`src/rtl/video_layer_compositor_if.sv`:
```
// Pixel, configuration and status bundle for the layer compositor.
// The master side drives pixels and config; the slave side is the compositor.
interface video_layer_compositor_if #(
    parameter int NUM_LAYERS = 4
);
    logic                    valid_in;
    logic                    frame_start_in;
    logic [1:0]              bg_sel_in;
    logic [23:0]             camera_pixel_in;
    logic [7:0]              camera_y_in;
    logic [7:0]              channel_in;
    logic                    thresholded_pixel_in;
    logic [24*NUM_LAYERS-1:0] layer_pixel_in;
    logic [NUM_LAYERS-1:0]   layer_hit_in;
    logic [NUM_LAYERS-1:0]   layer_en_in;
    logic [2*NUM_LAYERS-1:0] layer_alpha_in;
    logic                    test_mode_in;
    logic [23:0]             pixel_out;
    logic                    valid_out;
    logic                    fade_busy_out;
    logic [1:0]              active_bg_out;

    modport master (
        output valid_in, frame_start_in, bg_sel_in, camera_pixel_in, camera_y_in,
               channel_in, thresholded_pixel_in, layer_pixel_in, layer_hit_in,
               layer_en_in, layer_alpha_in, test_mode_in,
        input  pixel_out, valid_out, fade_busy_out, active_bg_out
    );

    modport slave (
        input  valid_in, frame_start_in, bg_sel_in, camera_pixel_in, camera_y_in,
               channel_in, thresholded_pixel_in, layer_pixel_in, layer_hit_in,
               layer_en_in, layer_alpha_in, test_mode_in,
        output pixel_out, valid_out, fade_busy_out, active_bg_out
    );
endinterface

```
`src/rtl/video_layer_compositor.sv`:
```
// Three-stage background select / crossfade / overlay compositor with
// frame-synchronous configuration capture.
module video_layer_compositor #(
    parameter int          NUM_LAYERS = 4,
    parameter int          FADE_LOG2  = 3,
    parameter logic [23:0] MASK_COLOR = 24'hFF77AA,
    parameter logic [23:0] TEST_COLOR = 24'hFF7700
) (
    input  logic                     clk_in,
    input  logic                     rst_n_in,
    video_layer_compositor_if.slave  vif
);
    localparam int KW = FADE_LOG2 + 1;
    localparam int BW = 8 + FADE_LOG2 + 1;
    localparam logic [KW-1:0] K_FULL = KW'(1 << FADE_LOG2);

    function automatic logic [23:0] bg_color(input logic [1:0] sel, input logic [23:0] cam,
                                             input logic [7:0] y, input logic [7:0] ch,
                                             input logic thr);
        logic [23:0] color;
        case (sel)
            2'b00:   color = cam;
            2'b01:   color = {ch, ch, ch};
            2'b10:   color = thr ? 24'hFFFFFF : 24'h000000;
            default: color = thr ? MASK_COLOR : {y, y, y};
        endcase
        return color;
    endfunction

    function automatic logic [23:0] apply_layer(input logic [23:0] c, input logic [23:0] l,
                                                input logic [1:0] a);
        logic [23:0] result;
        logic [9:0]  cc, ll, sum;
        result = '0;
        for (int ch = 0; ch < 3; ch++) begin
            cc = {2'b00, c[8*ch +: 8]};
            ll = {2'b00, l[8*ch +: 8]};
            // every alpha code is expressed as a quarter-weighted sum so one >>2 finishes it
            case (a)
                2'b00:   sum = ll << 2;
                2'b01:   sum = (ll << 1) + ll + cc;
                2'b10:   sum = (ll + cc) << 1;
                default: sum = ll + (cc << 1) + cc;
            endcase
            result[8*ch +: 8] = 8'(sum >> 2);
        end
        return result;
    endfunction

    // Frame-synchronous configuration and fade state
    logic [1:0]              old_bg_reg, old_bg_next;
    logic [1:0]              active_bg_reg, active_bg_next;
    logic [KW-1:0]           k_reg, k_next;
    logic [NUM_LAYERS-1:0]   en_reg, en_next;
    logic [2*NUM_LAYERS-1:0] alpha_reg, alpha_next;
    logic                    test_reg, test_next;
    logic                    capture;

    assign capture = vif.valid_in && vif.frame_start_in;

    // The _next values are also what the current pixel uses, so a capture applies to its own pixel.
    always_comb begin
        old_bg_next    = old_bg_reg;
        active_bg_next = active_bg_reg;
        k_next         = k_reg;
        en_next        = en_reg;
        alpha_next     = alpha_reg;
        test_next      = test_reg;
        if (capture) begin
            en_next    = vif.layer_en_in;
            alpha_next = vif.layer_alpha_in;
            test_next  = vif.test_mode_in;
            if (vif.bg_sel_in != active_bg_reg) begin
                old_bg_next    = active_bg_reg;
                active_bg_next = vif.bg_sel_in;
                k_next         = '0;
            end else if (k_reg < K_FULL) begin
                k_next = k_reg + 1'b1;
            end
        end
    end

    always_ff @(posedge clk_in or negedge rst_n_in) begin
        if (!rst_n_in) begin
            old_bg_reg    <= '0;
            active_bg_reg <= '0;
            k_reg         <= K_FULL;
            en_reg        <= '0;
            alpha_reg     <= '0;
            test_reg      <= 1'b0;
        end else begin
            old_bg_reg    <= old_bg_next;
            active_bg_reg <= active_bg_next;
            k_reg         <= k_next;
            en_reg        <= en_next;
            alpha_reg     <= alpha_next;
            test_reg      <= test_next;
        end
    end

    // Stage 1: both candidate backgrounds plus everything later stages need
    logic [23:0]             s1_old_reg, s1_new_reg;
    logic [KW-1:0]           s1_k_reg;
    logic [NUM_LAYERS-1:0]   s1_en_reg, s1_hit_reg;
    logic [2*NUM_LAYERS-1:0] s1_alpha_reg;
    logic [24*NUM_LAYERS-1:0] s1_layer_reg;
    logic                    s1_test_reg, s1_valid_reg;

    always_ff @(posedge clk_in or negedge rst_n_in) begin
        if (!rst_n_in) begin
            s1_old_reg   <= '0;
            s1_new_reg   <= '0;
            s1_k_reg     <= '0;
            s1_en_reg    <= '0;
            s1_hit_reg   <= '0;
            s1_alpha_reg <= '0;
            s1_layer_reg <= '0;
            s1_test_reg  <= 1'b0;
            s1_valid_reg <= 1'b0;
        end else begin
            s1_old_reg   <= bg_color(old_bg_next, vif.camera_pixel_in, vif.camera_y_in,
                                     vif.channel_in, vif.thresholded_pixel_in);
            s1_new_reg   <= bg_color(active_bg_next, vif.camera_pixel_in, vif.camera_y_in,
                                     vif.channel_in, vif.thresholded_pixel_in);
            s1_k_reg     <= k_next;
            s1_en_reg    <= en_next;
            s1_hit_reg   <= vif.layer_hit_in;
            s1_alpha_reg <= alpha_next;
            s1_layer_reg <= vif.layer_pixel_in;
            s1_test_reg  <= test_next;
            s1_valid_reg <= vif.valid_in;
        end
    end

    // Stage 2: crossfade; at k = S the old weight is zero so the result is exactly new
    logic [BW-1:0] mix [3];
    logic [23:0]   blend;

    for (genvar gi = 0; gi < 3; gi++) begin : g_blend
        assign mix[gi] = BW'(s1_old_reg[8*gi +: 8]) * BW'(K_FULL - s1_k_reg)
                       + BW'(s1_new_reg[8*gi +: 8]) * BW'(s1_k_reg);
        assign blend[8*gi +: 8] = 8'(mix[gi] >> FADE_LOG2);
    end

    logic [23:0]             s2_blend_reg;
    logic [NUM_LAYERS-1:0]   s2_en_reg, s2_hit_reg;
    logic [2*NUM_LAYERS-1:0] s2_alpha_reg;
    logic [24*NUM_LAYERS-1:0] s2_layer_reg;
    logic                    s2_test_reg, s2_valid_reg;

    always_ff @(posedge clk_in or negedge rst_n_in) begin
        if (!rst_n_in) begin
            s2_blend_reg <= '0;
            s2_en_reg    <= '0;
            s2_hit_reg   <= '0;
            s2_alpha_reg <= '0;
            s2_layer_reg <= '0;
            s2_test_reg  <= 1'b0;
            s2_valid_reg <= 1'b0;
        end else begin
            s2_blend_reg <= blend;
            s2_en_reg    <= s1_en_reg;
            s2_hit_reg   <= s1_hit_reg;
            s2_alpha_reg <= s1_alpha_reg;
            s2_layer_reg <= s1_layer_reg;
            s2_test_reg  <= s1_test_reg;
            s2_valid_reg <= s1_valid_reg;
        end
    end

    // Stage 3: layers applied bottom-up, so the highest index lands on top
    logic [23:0] chain [NUM_LAYERS+1];
    assign chain[0] = s2_blend_reg;

    for (genvar gi = 0; gi < NUM_LAYERS; gi++) begin : g_layer
        assign chain[gi+1] = (s2_en_reg[gi] && s2_hit_reg[gi])
                           ? apply_layer(chain[gi], s2_layer_reg[24*gi +: 24], s2_alpha_reg[2*gi +: 2])
                           : chain[gi];
    end

    logic [23:0] pixel_reg;
    logic        valid_out_reg;

    always_ff @(posedge clk_in or negedge rst_n_in) begin
        if (!rst_n_in) begin
            pixel_reg     <= '0;
            valid_out_reg <= 1'b0;
        end else begin
            pixel_reg     <= s2_test_reg ? TEST_COLOR : chain[NUM_LAYERS];
            valid_out_reg <= s2_valid_reg;
        end
    end

    assign vif.pixel_out     = pixel_reg;
    assign vif.valid_out     = valid_out_reg;
    assign vif.fade_busy_out = (k_reg < K_FULL);
    assign vif.active_bg_out = active_bg_reg;

endmodule

```
`src/flat_wrapper.sv`:
```
// flat-port wrapper written by rule: the top's interface ports become plain ports
module video_layer_compositor_flat 
#(
    parameter int          NUM_LAYERS = 4,
    parameter int          FADE_LOG2  = 3,
    parameter logic [23:0] MASK_COLOR = 24'hFF77AA,
    parameter logic [23:0] TEST_COLOR = 24'hFF7700
)
  (clk_in, rst_n_in, vif_valid_in, vif_frame_start_in, vif_bg_sel_in, vif_camera_pixel_in, vif_camera_y_in, vif_channel_in, vif_thresholded_pixel_in, vif_layer_pixel_in, vif_layer_hit_in, vif_layer_en_in, vif_layer_alpha_in, vif_test_mode_in, vif_pixel_out, vif_valid_out, vif_fade_busy_out, vif_active_bg_out);
  video_layer_compositor_if #(.NUM_LAYERS(NUM_LAYERS)) vif_i ();
  input  logic clk_in;
  input  logic rst_n_in;
  input wire logic [$bits(vif_i.valid_in)-1:0] vif_valid_in;
  input wire logic [$bits(vif_i.frame_start_in)-1:0] vif_frame_start_in;
  input wire logic [$bits(vif_i.bg_sel_in)-1:0] vif_bg_sel_in;
  input wire logic [$bits(vif_i.camera_pixel_in)-1:0] vif_camera_pixel_in;
  input wire logic [$bits(vif_i.camera_y_in)-1:0] vif_camera_y_in;
  input wire logic [$bits(vif_i.channel_in)-1:0] vif_channel_in;
  input wire logic [$bits(vif_i.thresholded_pixel_in)-1:0] vif_thresholded_pixel_in;
  input wire logic [$bits(vif_i.layer_pixel_in)-1:0] vif_layer_pixel_in;
  input wire logic [$bits(vif_i.layer_hit_in)-1:0] vif_layer_hit_in;
  input wire logic [$bits(vif_i.layer_en_in)-1:0] vif_layer_en_in;
  input wire logic [$bits(vif_i.layer_alpha_in)-1:0] vif_layer_alpha_in;
  input wire logic [$bits(vif_i.test_mode_in)-1:0] vif_test_mode_in;
  output wire logic [$bits(vif_i.pixel_out)-1:0] vif_pixel_out;
  output wire logic [$bits(vif_i.valid_out)-1:0] vif_valid_out;
  output wire logic [$bits(vif_i.fade_busy_out)-1:0] vif_fade_busy_out;
  output wire logic [$bits(vif_i.active_bg_out)-1:0] vif_active_bg_out;
  assign vif_i.valid_in = vif_valid_in;
  assign vif_i.frame_start_in = vif_frame_start_in;
  assign vif_i.bg_sel_in = vif_bg_sel_in;
  assign vif_i.camera_pixel_in = vif_camera_pixel_in;
  assign vif_i.camera_y_in = vif_camera_y_in;
  assign vif_i.channel_in = vif_channel_in;
  assign vif_i.thresholded_pixel_in = vif_thresholded_pixel_in;
  assign vif_i.layer_pixel_in = vif_layer_pixel_in;
  assign vif_i.layer_hit_in = vif_layer_hit_in;
  assign vif_i.layer_en_in = vif_layer_en_in;
  assign vif_i.layer_alpha_in = vif_layer_alpha_in;
  assign vif_i.test_mode_in = vif_test_mode_in;
  assign vif_pixel_out = vif_i.pixel_out;
  assign vif_valid_out = vif_i.valid_out;
  assign vif_fade_busy_out = vif_i.fade_busy_out;
  assign vif_active_bg_out = vif_i.active_bg_out;
  video_layer_compositor #(.NUM_LAYERS(NUM_LAYERS), .FADE_LOG2(FADE_LOG2), .MASK_COLOR(MASK_COLOR), .TEST_COLOR(TEST_COLOR)) u_core (.clk_in(clk_in), .rst_n_in(rst_n_in), .vif(vif_i));
endmodule
```
`config.mk`:
```
export PLATFORM = sky130hd
export DESIGN_NAME = video_layer_compositor_flat
export DESIGN_NICKNAME = d
export VERILOG_FILES = /design/src/rtl/video_layer_compositor_if.sv /design/src/rtl/video_layer_compositor.sv /design/src/flat_wrapper.sv
export SDC_FILE = /design/constraint.sdc
export NUM_CORES = 2
export LEC_CHECK = 0
export ABC_AREA = 1
export BUFFER_PORTS_ARGS = -buffer_cell sky130_fd_sc_hd__buf_4
export CAP_MARGIN = 20
export CELL_PAD_IN_SITES_DETAIL_PLACEMENT = 0
export CELL_PAD_IN_SITES_GLOBAL_PLACEMENT = 1
export CORE_AREA = 10 10 271 273
export CTS_BUF_LIST = sky130_fd_sc_hd__clkbuf_16
export CTS_CLUSTER_DIAMETER = 150
export DETAILED_ROUTE_END_ITERATION = 6
export DIE_AREA = 0 0 281 283
export GPL_TIMING_DRIVEN = 1
export MAX_ROUTING_LAYER = met4
export PLACE_DENSITY_LB_ADDON = 0.1
export SLEW_MARGIN = 0
export SYNTH_ARGS = -nofsm -noshare
export SYNTH_HDL_FRONTEND = slang
export SYNTH_SLANG_ARGS = --single-unit
```
`constraint.sdc`:
```
create_clock -name clk_in -period 13.74 [get_ports clk_in]
set_clock_uncertainty 0.15 [all_clocks]
set_input_delay 2.748 -clock clk_in [delete_from_list [all_inputs] [get_ports clk_in]]
set_output_delay 2.748 -clock clk_in [all_outputs]
set_load 0.005 [all_outputs]
```
Yosys cells after proc, flatten, opt, wreduce, memory -nomap -nowiden
Index checks and enable logic that the tools add are counted.

Register bits: 337. Output and inout port bits: 28. Logic and storage cells: 145.

$add $sub $neg: 65. Multiply operators: 6. $lt $le $gt $ge: 1. Eq/ne operators: 13. Muxes and demuxes: 28. Reduce and logical (&&, ||, !) cells: 11.

Operators with widths (count): 10-bit case mux with 3 select lines (12); 10-bit by 8-bit adder with 10-bit output (24); 24-bit 2-to-1 mux (7); 24-bit case mux with 3 select lines (2); 8-bit by 9-bit adder with 10-bit output (12); 9-bit by 8-bit adder with 10-bit output (12); 8-bit by 8-bit adder with 9-bit output (12); 8-bit by 12-bit multiplier with 11-bit output (3); 11-bit adder (3); 8-bit by 4-bit multiplier with 11-bit output (3); 2-bit by 1-bit equality test with 1-bit output, second input constant (6); 2-bit equality test, second input constant (6); 2-bit zero test (6); 4-bit 2-to-1 mux (3); 2-bit 2-to-1 mux (4); 1-bit logical AND (5); 4-bit by 4-bit subtractor with 5-bit output, first input constant (1); 4-bit by 1-bit adder with 4-bit output, second input constant (1); 4-bit < comparator, second input constant (1); 2-bit != test (1).

Logic depth before layout (Yosys ltp)
Depth in word-level cells: 17. Mapped depth: 60. Depth with buffers taken out: 60.

Worst setup path after synthesis
Ideal clock, no wire load.

Path type: reg2reg. Start: register u_core.s2_blend_reg[17]. End: register u_core.pixel_reg[23] (netlist: u_core.vif.pixel_out[23]). Setup time: 0.119 ns. Arrival: 8.163 ns. Required time: 13.471 ns. Setup slack: 5.308 ns. Cell stages (with the launch flop): 46. Path buffers: 0. Clock period less this slack: 8.432 ns. Path through: dfrtp_1 fa_1 inv_1 nor2_1 inv_1 fa_1 xor2_1 o311ai_0 o211ai_1 nand2_1 inv_1 fa_1 nor2_1 inv_1 fa_1 xnor2_1 a221oi_1 o311ai_0 [10 not listed] nand2_1 a21oi_1 a31o_2 nand2_1 nand2_1 inv_1 fa_1 ha_1 a21oi_1 o21ai_0 a21oi_1 o21bai_1 a21oi_1 nor2_1 o21ai_0 o2111ai_1 a21oi_1 nand2_1.

Word-level cells in the longest chain between the ends: 17. Elaborated cells between the ends (all ways): 25. Classes of those cells: 16 x add/sub; 9 x mux.

RTL lines: start: declaration (RTL line video_layer_compositor.sv:145) `logic [23:0] s2_blend_reg;`; start signal: assignment (RTL line video_layer_compositor.sv:161) `s2_blend_reg <= blend;`; 8-bit by 9-bit adder with 10-bit output (RTL line video_layer_compositor.sv:43) `default: sum = ll + (cc << 1) + cc;`; 10-bit by 8-bit adder with 10-bit output (RTL line video_layer_compositor.sv:43); 10-bit case mux with 3 select lines (RTL line video_layer_compositor.sv:39) `case (a)`; 24-bit 2-to-1 mux (*) (RTL line video_layer_compositor.sv:177) `? apply_layer(chain[gi], s2_layer_reg[24*gi +: 24], s2_alpha_reg[2*gi +: 2])`; 8-bit by 9-bit adder with 10-bit output (RTL line video_layer_compositor.sv:43); 10-bit by 8-bit adder with 10-bit output (RTL line video_layer_compositor.sv:43); 10-bit case mux with 3 select lines (RTL line video_layer_compositor.sv:39); 24-bit 2-to-1 mux (*) (RTL line video_layer_compositor.sv:177); 8-bit by 9-bit adder with 10-bit output (RTL line video_layer_compositor.sv:43); 10-bit by 8-bit adder with 10-bit output (RTL line video_layer_compositor.sv:43); 10-bit case mux with 3 select lines (RTL line video_layer_compositor.sv:39); 24-bit 2-to-1 mux (*) (RTL line video_layer_compositor.sv:177); 8-bit by 9-bit adder with 10-bit output (RTL line video_layer_compositor.sv:43); 10-bit by 8-bit adder with 10-bit output (RTL line video_layer_compositor.sv:43); 10-bit case mux with 3 select lines (RTL line video_layer_compositor.sv:39); 24-bit 2-to-1 mux (*) (RTL line video_layer_compositor.sv:177); 24-bit 2-to-1 mux (*) (RTL line video_layer_compositor.sv:189) `pixel_reg <= s2_test_reg ? TEST_COLOR : chain[NUM_LAYERS];`; end signal: assignment (RTL line video_layer_compositor.sv:189); end: declaration (RTL line video_layer_compositor.sv:181) `logic [23:0] pixel_reg;`.

Mark *: on every way between the ends. The rest lies on a longest branch, timed or not. A chain may end at the register's enable or synchronous reset.

Worst setup path in the final report
Ends and elaborated chain as after synthesis.

==> flow_metrics.env <==
export IMPL_status="finished clean"
export IMPL_cp_data_arrival_time_ns=10.46
export IMPL_synth_fp_nets=5266
export IMPL_synth_top_cell_area_share=0.238
export IMPL_via_count=28700
export IMPL_io_buffer_count=187
export IMPL_ys_ff_latch=334
export IMPL_synth_fa_ha_area_frac=0.327
export IMPL_p_int_w=0.00438
export IMPL_avgViaCountPerCell=5.21
export IMPL_first_pass_iters=6
export IMPL_worstPathMaxFanout=6
export IMPL_chipHeight_um=283
export IMPL_p_per_area_nw_per_um2=238
export IMPL_cts_clk_slew_worst_paths_ns=0.06
export IMPL_hpwl_mm=77.7
export IMPL_synth_compound_area_frac=0.108
export IMPL_cpMaxStageDelayCell="fa_1"
export IMPL_io_pins=188
export IMPL_worst_ep_required_time_ns=14.06
export IMPL_setup_violations=0
export IMPL_gp_congestion=0.905
export IMPL_num_rows=96
export IMPL_synth_mux_area_frac=0
export IMPL_grt_max_degree=98
export IMPL_final_common_cell="nand2_1"
export IMPL_grt_pass1_vias=28800
export IMPL_grt_pass1_wl_mm=157
export IMPL_drt_iter0_markers=1860
export IMPL_drv_cap=0
export IMPL_cp_end_kind="register"
export IMPL_layout_drive_gt1_share=0.0752
export IMPL_holdBufCountCts=0
export IMPL_clockRootBuffer="clkbuf_16"
export IMPL_finalCritPeriodShare=0.738
export IMPL_critical_path_max_stage_delay_ns=0.58
export IMPL_synthArstFlopShare=1.00
export IMPL_track_usage=0.255
export IMPL_final_cell_mix="nand2_1 (970), inv_1 (876), fa_1 (363), dfrtp_1 (333), ha_1 (332)"
export IMPL_post_cts_buffers=0
export IMPL_yosys_top_cells_area="dfrtp_1 (24%), fa_1 (21%), ha_1 (12%)"
export IMPL_synth_flop_cell="dfrtp_1"
export IMPL_worstHoldPathType="register to register"
export IMPL_clockBufferDepth=3
export IMPL_power_share_clock=0.116
export IMPL_fin_setup_tns_ns=0
export IMPL_synth_simple_gate_area_share=0.195
export IMPL_core_area_sq_um=68100
export IMPL_die_w_um=281
export IMPL_postSynthAreaPerCell_sq_um=7.92
export IMPL_slew_violations=0
export IMPL_clk_latency_ns=0.60
export IMPL_htree_levels=2
export IMPL_synth_top_cell_by_area="dfrtp_1"
export IMPL_final_net_count=5443
export IMPL_leakagePower_nw=20.5
export IMPL_ys_types=55
export IMPL_synthXorXnorAreaFrac=0.0268
export IMPL_hold_viol_final=0
export IMPL_critical_path_class="register to register"
export IMPL_cts_resized=0
export IMPL_p_comb_frac=0.734
export IMPL_wire_per_inst_um=17.6
export IMPL_ir_drop_v=0.000136
export IMPL_ant_nets=0
export IMPL_die_area_sq_um=79500
export IMPL_cts_tree="yes"
export IMPL_switching_share=0.525
export IMPL_routed_wirelength_mm=97.0
export IMPL_cts_sinks=334
export IMPL_grt_overflow_total=0
export IMPL_cts_buffers=40
export IMPL_synth_top_family_by_area="adder cells"
export IMPL_rsz0062_at_grt="no"
export IMPL_antenna_found_initial=1
export IMPL_post_route_min_period_ns=10.13
export IMPL_seqPwrFrac=0.150
export IMPL_fmax_mhz=98.7
export IMPL_area_growth_syn_to_layout_pct=10.7
export IMPL_synth_edf_count=0
export IMPL_syn_inst=4411
export IMPL_yosysSeqAreaShare=0.239
export IMPL_switchingPower_w=0.00483
export IMPL_start_util=0.513
export IMPL_finish_utilization=0.568
export IMPL_drcViolationCount=0
export IMPL_syn_area_sq_um=34900
export IMPL_antenna_cells=0
export IMPL_start_kind="register"
export IMPL_yosys_warnings=0
export IMPL_worstMarginPinSlew_ns=1.18
export IMPL_cpMostUsedCell="inv_1"
export IMPL_maxSlewHeadroom=0.206
[through the flow]
stage	cells	power (W)	hold WS (ns)	instance area, sq um	worst slack, ns
after floorplan	4411	0.00647	0.181	34900	5.31
after global placement	5428	0.00803	0.182	37300	3.67
after detailed placement	5428	0.00809	0.185	37300	3.64
after CTS	5499	0.00923	0.194	38700	3.64
after global routing	5499	0.0104	0.199	38700	2.81
final	5499	0.00920	0.193	38700	3.61
[worst max-delay path: cells and delay by family, from the launching register on]
kind                       cells  cell delay (ns)
DFF                            1             0.49
AOI/OAI and AO/OA             16             3.27
adders and majority gates      8             3.63
and+or+nand+nor               11             1.26
xor gates and xnor gates       2             0.32
buffers and inverters          8             0.87
[routing by layer]
| metal | track usage | routed length (um) |
|---|---|---|
| met5 | - | 0 |
| met4 | 0.0680 | 2670 |
| met3 | 0.0279 | 4760 |
| met2 | 0.393 | 43400 |
| met1 | 0.355 | 46100 |
[cell families after synthesis]
kind of cell,Yosys count
XOR/XNOR,107
AO/OA/AOI/OAI,665
adder cells (fa/ha/maj),695
buffers and inverters,968
flip-flops,334
AND/OR/NAND/NOR,1642
[synth_stat cells, drive strengths merged (40+ instances only)]
cell type / number
xor2: 67
xnor2: 40
fa: 363
clkbuf: 62
nor2: 313
o21ai: 224
nand2: 985
inv: 881
o211ai: 46
nand3: 241
dfrtp: 333
a21oi: 285
ha: 332
[layout make-up]
| type | instances | area (sq um) |
|---|---|---|
| inverters | 891 | 3350 |
| well taps | 882 | 1100 |
| clock inverters | 31 | 324 |
| repair buffers | 212 | 1600 |
| multi-input cells | 3109 | 22900 |
| clock buffers | 40 | 1000 |
| fillers | 6456 | 29400 |
| flip-flops and latches | 334 | 8360 |
[power by group through the flow]
stage,Clock (W),Sequential [W],Combinational [W]
floorplan,0,0.00131,0.00516
global placement,0,0.00139,0.00664
detailed placement,0,0.00140,0.00670
CTS,0.00110,0.00138,0.00674
global route,0.00114,0.00141,0.00785
finish,0.00107,0.00138,0.00676
[path summary, 6_finish.rpt]
path	from	endpoint	slack, ns	cells after the start
hold / removal	u_core.s1_layer_reg[56]	u_core.s2_layer_reg[56]	0.19	0
setup reg to reg	u_core.s2_blend_reg[17]	u_core.vif.pixel_out[23]	3.61	45
setup / recovery	u_core.s2_blend_reg[17]	u_core.vif.pixel_out[23]	3.61	45
hold reg to reg	u_core.s1_layer_reg[56]	u_core.s2_layer_reg[56]	0.19	0
min in group asynchronous	rst_n_in	u_core.s2_layer_reg[26]	2.07	1
max in group asynchronous	rst_n_in	u_core.en_reg[3]	9.11	3
(Power assumes the default switching activity.)
